### config.mk
export PLATFORM = sky130hd
export DESIGN_NAME = cordic_sequencer
export DESIGN_NICKNAME = d
export VERILOG_FILES = /design/src/rtl/cordic_sequencer.sv
export SDC_FILE = /design/constraint.sdc
export NUM_CORES = 1
export LEC_CHECK = 0
export CORE_MARGIN = 10
export CORE_UTILIZATION = 35
export CTS_BUF_LIST = sky130_fd_sc_hd__clkbuf_16
export CTS_CLUSTER_SIZE = 40
export DETAILED_ROUTE_END_ITERATION = 16
export GPL_TIMING_DRIVEN = 0
export PLACE_DENSITY_LB_ADDON = 0.1
export SYNTH_ARGS = -nofsm -noshare
export SYNTH_HDL_FRONTEND = slang
export SYNTH_SLANG_ARGS = --single-unit
### constraint.sdc
create_clock -name clk -period 2.35 [get_ports clk]
set_input_delay 0.47 -clock clk [delete_from_list [all_inputs] [get_ports clk]]
set_output_delay 0.47 -clock clk [all_outputs]
set_load 0.05 [all_outputs]
### src/rtl/cordic_sequencer.sv
// CORDIC iteration controller: walks the angle LUT one micro-rotation per cycle,
// inserts the hyperbolic repeat iterations and runs the start/done handshake.
module cordic_sequencer #(
    parameter int unsigned p_ANGLE_ADDR_WIDTH = 5,
    parameter int unsigned p_CNT_WIDTH        = 6
) (
    input  logic                          clk,
    input  logic                          rst,
    input  logic                          start,
    input  logic                          startSystem,
    input  logic [p_CNT_WIDTH-1:0]        numIter,
    input  logic                          stall,
    input  logic                          abort,
    output logic                          busy,
    output logic [p_ANGLE_ADDR_WIDTH-1:0] lutOffset,
    output logic                          lutSystem,
    output logic [p_ANGLE_ADDR_WIDTH-1:0] shiftAmt,
    output logic                          iterValid,
    output logic                          firstIter,
    output logic                          lastIter,
    output logic                          done,
    output logic                          aborted
);

    localparam int unsigned AW = p_ANGLE_ADDR_WIDTH;
    localparam int unsigned CW = p_CNT_WIDTH;

    localparam logic [AW-1:0] OffOne  = AW'(1);
    localparam logic [AW-1:0] OffMax  = '1;
    localparam logic [AW-1:0] OffRepA = AW'(4);
    localparam logic [AW-1:0] OffRepB = AW'(13);
    localparam logic [CW-1:0] CntOne  = CW'(1);

    typedef enum logic [1:0] {StIdle, StRun, StDone} state_e;

    state_e          state_q;
    logic            sys_q;
    logic [CW-1:0]   num_q;
    logic [CW-1:0]   cnt_q;
    logic [AW-1:0]   off_q;
    logic            rep_q;
    logic            busy_q;
    logic            valid_q;
    logic            first_q;
    logic            last_q;
    logic            done_q;
    logic            aborted_q;

    logic            hold_d;
    logic [AW-1:0]   off_d;
    logic [CW-1:0]   cnt_d;
    logic [AW-1:0]   start_off;

    // Hyperbolic offsets 4 and 13 are issued a second time before advancing.
    function automatic logic rep_pending(input logic sys, input logic [AW-1:0] off,
                                         input logic rep);
        return !sys && !rep && (off == OffRepA || off == OffRepB);
    endfunction

    // Last iteration: requested count reached, or LUT exhausted with no repeat left.
    function automatic logic is_last(input logic [CW-1:0] num, input logic sys,
                                     input logic [CW-1:0] cnt, input logic [AW-1:0] off,
                                     input logic rep);
        return (cnt == (num - CntOne)) || (off == OffMax && !rep_pending(sys, off, rep));
    endfunction

    // Position of the next iteration once the current one completes.
    always_comb begin
        hold_d    = rep_pending(sys_q, off_q, rep_q);
        off_d     = hold_d ? off_q : off_q + OffOne;
        cnt_d     = cnt_q + CntOne;
        start_off = startSystem ? '0 : OffOne;
    end

    // Sequencer FSM; every output comes straight from a register.
    always_ff @(posedge clk or posedge rst) begin
        if (rst) begin
            state_q   <= StIdle;
            sys_q     <= 1'b0;
            num_q     <= '0;
            cnt_q     <= '0;
            off_q     <= '0;
            rep_q     <= 1'b0;
            busy_q    <= 1'b0;
            valid_q   <= 1'b0;
            first_q   <= 1'b0;
            last_q    <= 1'b0;
            done_q    <= 1'b0;
            aborted_q <= 1'b0;
        end else begin
            unique case (state_q)
                StIdle: begin
                    done_q    <= 1'b0;
                    aborted_q <= 1'b0;
                    if (start) begin
                        sys_q <= startSystem;
                        num_q <= numIter;
                        cnt_q <= '0;
                        rep_q <= 1'b0;
                        off_q <= start_off;
                        if (numIter == '0) begin
                            state_q <= StDone;
                            done_q  <= 1'b1;
                        end else begin
                            state_q <= StRun;
                            busy_q  <= 1'b1;
                            valid_q <= !stall;
                            first_q <= 1'b1;
                            last_q  <= is_last(numIter, startSystem, '0, start_off, 1'b0);
                        end
                    end
                end
                StRun: begin
                    if (abort || (valid_q && last_q)) begin
                        state_q   <= StDone;
                        done_q    <= 1'b1;
                        aborted_q <= abort;
                        busy_q    <= 1'b0;
                        valid_q   <= 1'b0;
                        first_q   <= 1'b0;
                        last_q    <= 1'b0;
                    end else if (valid_q) begin
                        cnt_q   <= cnt_d;
                        off_q   <= off_d;
                        rep_q   <= hold_d;
                        valid_q <= !stall;
                        first_q <= 1'b0;
                        last_q  <= is_last(num_q, sys_q, cnt_d, off_d, hold_d);
                    end else begin
                        // Stalled: offset and qualifiers hold until the iteration issues.
                        valid_q <= !stall;
                    end
                end
                StDone: begin
                    state_q   <= StIdle;
                    done_q    <= 1'b0;
                    aborted_q <= 1'b0;
                end
                default: state_q <= StIdle;
            endcase
        end
    end

    assign busy      = busy_q;
    assign lutOffset = off_q;
    assign shiftAmt  = off_q;
    assign lutSystem = sys_q;
    assign iterValid = valid_q;
    assign firstIter = first_q;
    assign lastIter  = last_q;
    assign done      = done_q;
    assign aborted   = aborted_q;

endmodule

======== Word level (Yosys, flattened, before mapping) ========
Cells that the tools add are included.
storage, ports and cells
  register bits ........................... 27
  input bits .............................. 12
  output and inout bits ................... 17
  logic and storage cells ................. 109
operators by class
  add/subtract/negate cells ............... 4
  eq/ne operators ......................... 17
  mux-type cells .......................... 40
  reduce and logical (&&, ||, !) cells .... 36
operator list
  cell                                                                count
  1-bit two-way mux                                                   20
  5-bit two-way mux                                                   4
  6-bit two-way mux                                                   3
  6-bit logical NOT                                                   2
  1-bit one-hot mux with 2 select lines                               6
  6-bit one-hot mux with 2 select lines                               1
  4-bit AND reduction                                                 3
  6-bit by 1-bit subtractor with 6-bit output, second input constant  2
  5-bit by 3-bit == test with 1-bit output, second input constant     2
  5-bit by 4-bit == test with 1-bit output, second input constant     2
  2-bit != test, second input constant                                5
  5-bit one-hot mux with 2 select lines                               1
  1-bit logical AND                                                   8
  2-bit AND reduction                                                 4
  1-bit logical NOT                                                   7
  6-bit by 1-bit adder with 6-bit output, second input constant       1
  6-bit == test                                                       1
  1-bit logical OR                                                    6
  2-bit two-way mux                                                   3
  5-bit by 1-bit adder with 5-bit output, second input constant       1
  1-bit by 5-bit == test with 1-bit output, second input constant     1
  5-bit == test, second input constant                                1
  1-bit by 4-bit == test with 1-bit output, second input constant     1
  2-bit one-hot mux with 2 select lines                               1
  other kinds (10)                                                    11

======== Depth between registers and ports, before layout ========
  depth after elaboration ................. 13
  gate-level depth with buffers ........... 8
  depth with buffers taken out ............ 7

======== Least setup slack after synthesis ========
Ideal clock, no wire load.
  path kind ............................... reg-to-reg
  start ................................... register off_q[2] (netlist: lutOffset[2])
  end ..................................... register off_q[0] (netlist: lutOffset[0])
  setup time .............................. 0.121 ns
  data arrival time ....................... 1.736 ns
  data required time ...................... 2.229 ns
  setup slack ............................. 0.493 ns
  cell stages (with the launch flop) ...... 6
  path buffers ............................ 0
  period minus slack after synthesis ...... 1.857 ns
  cell sequence ........................... dfrtp_1 nor4b_1 nor2b_1 nand2b_1 o22ai_1 a22o_1
on the way
  word-level cells in the longest chain between the ends .. 7
  elaborated cells on any way between the ends .. 8
  classes of those cells .................. eq/ne (2); mux (4); reduce/logical (2)
RTL lines
  item                                                                                                  line  RTL
  start: declaration                                                                                    40    logic [AW-1:0] off_q;
  start signal: assignment                                                                              100   off_q <= start_off;
  5-bit by 3-bit == test with 1-bit output or 5-bit by 4-bit == test with 1-bit output (tied branches)  57    return !sys && !rep && (off == OffRepA || off == OffRepB);
  1-bit logical OR (*)                                                                                  57
  1-bit logical AND (*)                                                                                 57
  5-bit two-way mux (*)                                                                                 70    off_d = hold_d ? off_q : off_q + OffOne;
  5-bit two-way mux (*)                                                                                 122   end else if (valid_q) begin
  5-bit two-way mux (*)                                                                                 114   if (abort || (valid_q && last_q)) begin
  5-bit one-hot mux with 2 select lines (*)                                                             91    unique case (state_q)
Every way passes the cells marked *; elsewhere a longest branch is shown, timed or not. The select of a mux whose other input is x is not followed.
A chain may end at the register's enable or synchronous reset.

======== Worst setup path after layout ========
  start ................................... register off_q[0] (netlist: lutOffset[0])
  end ..................................... output port shiftAmt[0]
RTL lines
  item              line  RTL
  end: declaration  17    output logic [p_ANGLE_ADDR_WIDTH-1:0] shiftAmt,
No word-level cell between the ends.

==> impl_table.tex <==
\begin{tabular}{lr}
\hline
Metric & Value \\
\hline
\multicolumn{2}{l}{\textbf{Status}} \\
\quad Run status & completed \\
\multicolumn{2}{l}{\textbf{Routing}} \\
\quad Remaining antenna violation count & 0 \\
\quad Number of remaining DRC errors & 0 \\
\quad First-pass DRT Iterations & 4 \\
\quad Overall routed net length & 4.00 mm \\
\quad Iteration-0 DRC count of the detailed router & 79 \\
\quad Routed WL per cell & 15.4 um \\
\quad Vias & 1358 \\
\quad Via density & 5.22 \\
\multicolumn{2}{l}{\textbf{STA}} \\
\quad F\_max & 456 MHz \\
\quad Setup skew after layout & 0.00347 ns \\
\quad Unrepaired setup endpoints after global routing & false \\
\quad Final hold violations & 0 \\
\quad Final worst path period share & 93.3\% \\
\quad Final worst hold slack & 0.493 ns \\
\quad Final worst path period need & 2.19 ns \\
\quad Pins Over Slew Limit & 0 \\
\quad Max-slew headroom at the worst pin & 29.9\% \\
\quad Setup TNS & 0 ns \\
\quad Final count of negative-setup-slack endpoints & 0 \\
\quad Slew @ Worst Pin & 1.05 ns \\
\multicolumn{2}{l}{\textbf{Global route}} \\
\quad Global-route wire length before repair & 6.95 mm \\
\quad Largest net degree at the start of global routing & 28 \\
\quad Global-route congestion overflow total & 0 \\
\quad Via count of the first global-routing pass & 1425 \\
\quad Antenna violations before repair & 0 \\
\quad Total routing usage reported by global routing & 10.8\% \\
\multicolumn{2}{l}{\textbf{Logic synthesis}} \\
\quad Post-Syn Area & 0.00169 sq mm \\
\quad Synthesized net count & 195 \\
\quad Fraction of synthesis flops using an asynchronous set or reset pin & 100\% \\
\quad Share of the yosys chip area belonging to registers & 40.1\% \\
\quad Commonest register cell after synthesis & dfrtp\_1 \\
\quad Average cell area after synthesis & 9.69 sq um \\
\quad Library cell with the highest instance count after synthesis & dfrtp\_1 \\
\quad Synth Instances & 174 \\
\quad Leading cell types by total area after synthesis & dfrtp\_1 (40\%), ha\_1 (6.7\%), mux2\_2 (4.7\%), nand2\_1 (4.7\%), xnor2\_1 (4.2\%) \\
\quad EDFF count, synth & 0 \\
\quad Most numerous cell types in the synthesized netlist & dfrtp\_1 (27), nand2\_1 (21), o21ai\_0 (13) \\
\quad Number of library cell types mapped by synthesis & 43 \\
\quad Flip-flop and latch count after synthesis & 27 \\
\quad Fraction of synthesized cell area taken by the top area cell type & 40.1\% \\
\quad Total of warnings raised by yosys & 0 \\
\quad Biggest area consumer among synthesized cells & dfrtp\_1 \\
\multicolumn{2}{l}{\textbf{Placement}} \\
\quad Number of buffer cells added on primary ports & 28 \\
\quad Standard cell area after detailed placement & 0.00203 sq mm \\
\quad Instance count after placement with tap cells included & 256 \\
\quad RePlAce Congestion & 0.757 \\
\quad Placed wire-length estimate & 3.14 mm \\
\multicolumn{2}{l}{\textbf{Critical path}} \\
\quad Worst setup path start & lutOffset[0]\$\_DFFE\_PP0P\_ \\
\quad Worst EP required & 1.88 ns \\
\quad Crit end category & primary output \\
\quad Setup crit start kind & register \\
\quad Crit Path Max Fanout & 9 \\
\quad Flop-to-flop setup slack & 0.24 ns \\
\quad FF-to-FF path depth & 6 \\
\quad Critical R2R Capture & cnt\_q[1]\$\_DFFE\_PP0P\_ \\
\quad Crit Path Category & reg2out \\
\quad Arrival time of the worst setup path & 1.72 ns \\
\quad Startpoint of the lowest-slack register-to-register path & state\_q[1]\$\_DFFE\_PP0P\_ \\
\multicolumn{2}{l}{\textbf{Floorplan}} \\
\quad Ports & 29 \\
\quad Floorplan die area & 0.00799 sq mm \\
\quad Row cnt & 25 \\
\quad Total core area & 0.00469 sq mm \\
\quad Starting utilization of the core area & 35.9\% \\
\quad Horiz. Die Dim & 89.4 um \\
\quad Overall die height & 89.4 um \\
\multicolumn{2}{l}{\textbf{Power}} \\
\quad Total Power Consumption & 0.00253 W \\
\quad Static Leak & 0.866 nW \\
\quad Worst-case vdd ir drop & 0.000378 V \\
\quad Pwr/cell area & 1200 mW/mm\^{}2 \\
\multicolumn{2}{l}{\textbf{Run}} \\
\quad Number of maximum-capacitance violations & 0 \\
\multicolumn{2}{l}{\textbf{Clock tree}} \\
\quad TritonCTS sink count & 27 \\
\quad Clock buffer depth & 2 \\
\quad Clock transition at path regs & 0.07 ns \\
\quad Buffers inserted by post-CTS timing repair & 0 \\
\quad CTS Hold Bufs & 0 \\
\quad Root Buffer Master & clkbuf\_16 \\
\quad Inserted Clock Buffers & 3 \\
\quad Post\_cts resized & 0 \\
\quad CTS H-Tree Depth & 1 \\
\quad TritonCTS clock tree & yes \\
\quad Source-to-sink clock delay at the later pin of the worst-skew pair & 0.26 ns \\
\multicolumn{2}{l}{\textbf{Cells and area}} \\
\quad Number of standard cells in the final layout excluding fillers & 260 \\
\quad Net total in the final layout & 228 \\
\quad Final antenna diode count & 0 \\
\quad Synthesis-to-layout area growth & 25.4\% \\
\quad Sequential cell area & 676 sq um \\
\quad Final non-filler cell area & 0.00211 sq mm \\
\quad Share of post-route cells with drive strength above 1 & 11.2\% \\
\quad FILL cells & 466 \\
\quad Area of combinational cells with multiple inputs & 926 sq um \\
\multicolumn{2}{l}{\textbf{Hold path}} \\
\quad Type of the worst min-delay path & reg2reg \\
\quad Min-delay src & rep\_q\$\_DFFE\_PP0P\_ \\
\quad Min-Delay Endpoint & rep\_q\$\_DFFE\_PP0P\_ \\
\quad Number of cells on the worst hold path & 2 \\
\hline
\end{tabular}
cell usage in the layout, fill, tap and decap left out, drive strengths merged, types with 2 or more instances in the layout:
cell type and count:
a21o 3, nand4b 2, buf 6, xnor2 8, clkbuf 6, or4 2, a21oi 7, nor3 5
a22o 6, nor4b 2, mux2 7, clkdlybuf4s50 28, o21ai 13, nand3 5, nand2b 2, nor2 12
nand2 21, ha 9, xor2 6, mux2i 4, dfrtp 27, inv 8
area by class of cell:
| class | instances | area share (%) |
|---|---|---|
| sequential | 27 | 32.0 |
| buffer | 9 | 2.55 |
| multi-input combinational | 130 | 43.8 |
| inverter | 8 | 1.42 |
| timing repair buffer | 28 | 13.3 |
| clock buffer | 3 | 3.55 |
| tap | 54 | 3.20 |
| clock inverter | 1 | 0.237 |
layer usage:
metal	up-vias	GRT usage, %	routed length (um)	part of all wire (%)
met5	-	0	0	0
met4	0	3.47	25	0.63
met3	2	2.28	192	4.8
met2	26	18.3	1910	48
met1	657	13.4	1870	47
li1	673	-	-	-
cell families (layout without fill, tap and decap cells):
| family | after synthesis | after routing | share of synthesized area [%] |
|---|---|---|---|
| AOI/OAI and AO/OA | 40 | 40 | 16.0 |
| DFF | 27 | 27 | 40.1 |
| muxes | 11 | 11 | 7.05 |
| adders and majority gates | 9 | 9 | 6.68 |
| buffers and inverters | 17 | 49 | 4.97 |
| xor gates and xnor gates | 14 | 14 | 7.72 |
| and+or+nand+nor | 56 | 56 | 17.5 |
flip-flops by register name, summed over array words and instances (netlist names):
register,flops
aborted,1
busy,1
cnt_q,6
done,1
firstIter,1
iterValid,1
lastIter,1
lutOffset,5
lutSystem,1
num_q,6
rep_q,1
state_q,2
critical path, cell delays in order (launching register included):
cell and delay (ns):
dfrtp_1 0.51, buf_4 0.16, clkdlybuf4s50_1 0.79
per-stage QoR:
stage	util, %	setup WS (ns)
after floorplan	-	0.493
after global placement	43.3	0.0211
after detailed placement	43.3	-0.0149
after CTS	45.0	0.133
after global routing	45.0	0.0736
final	45.0	0.157
report_power, final:
| group | internal, W | switching [W] |
|---|---|---|
| clock | 0.000230 | 0.000158 |
| sequential | 0.000610 | 0.000174 |
| combinational | 0.000557 | 0.000800 |
| total | 0.00140 | 0.00113 |
worst max path at each step:
| stage | to | slack [ns] |
|---|---|---|
| finish | shiftAmt[0] | 0.16 |
| global route | shiftAmt[0] | 0.07 |
| CTS | shiftAmt[0] | 0.13 |
| detailed placement | iterValid$_DFFE_PP0P_ | -0.01 |
| global placement | busy$_DFFE_PP0P_ | 0.02 |
| floorplan | lutOffset[0]$_DFFE_PP0P_ | 0.49 |
(Power assumes the default switching activity.)
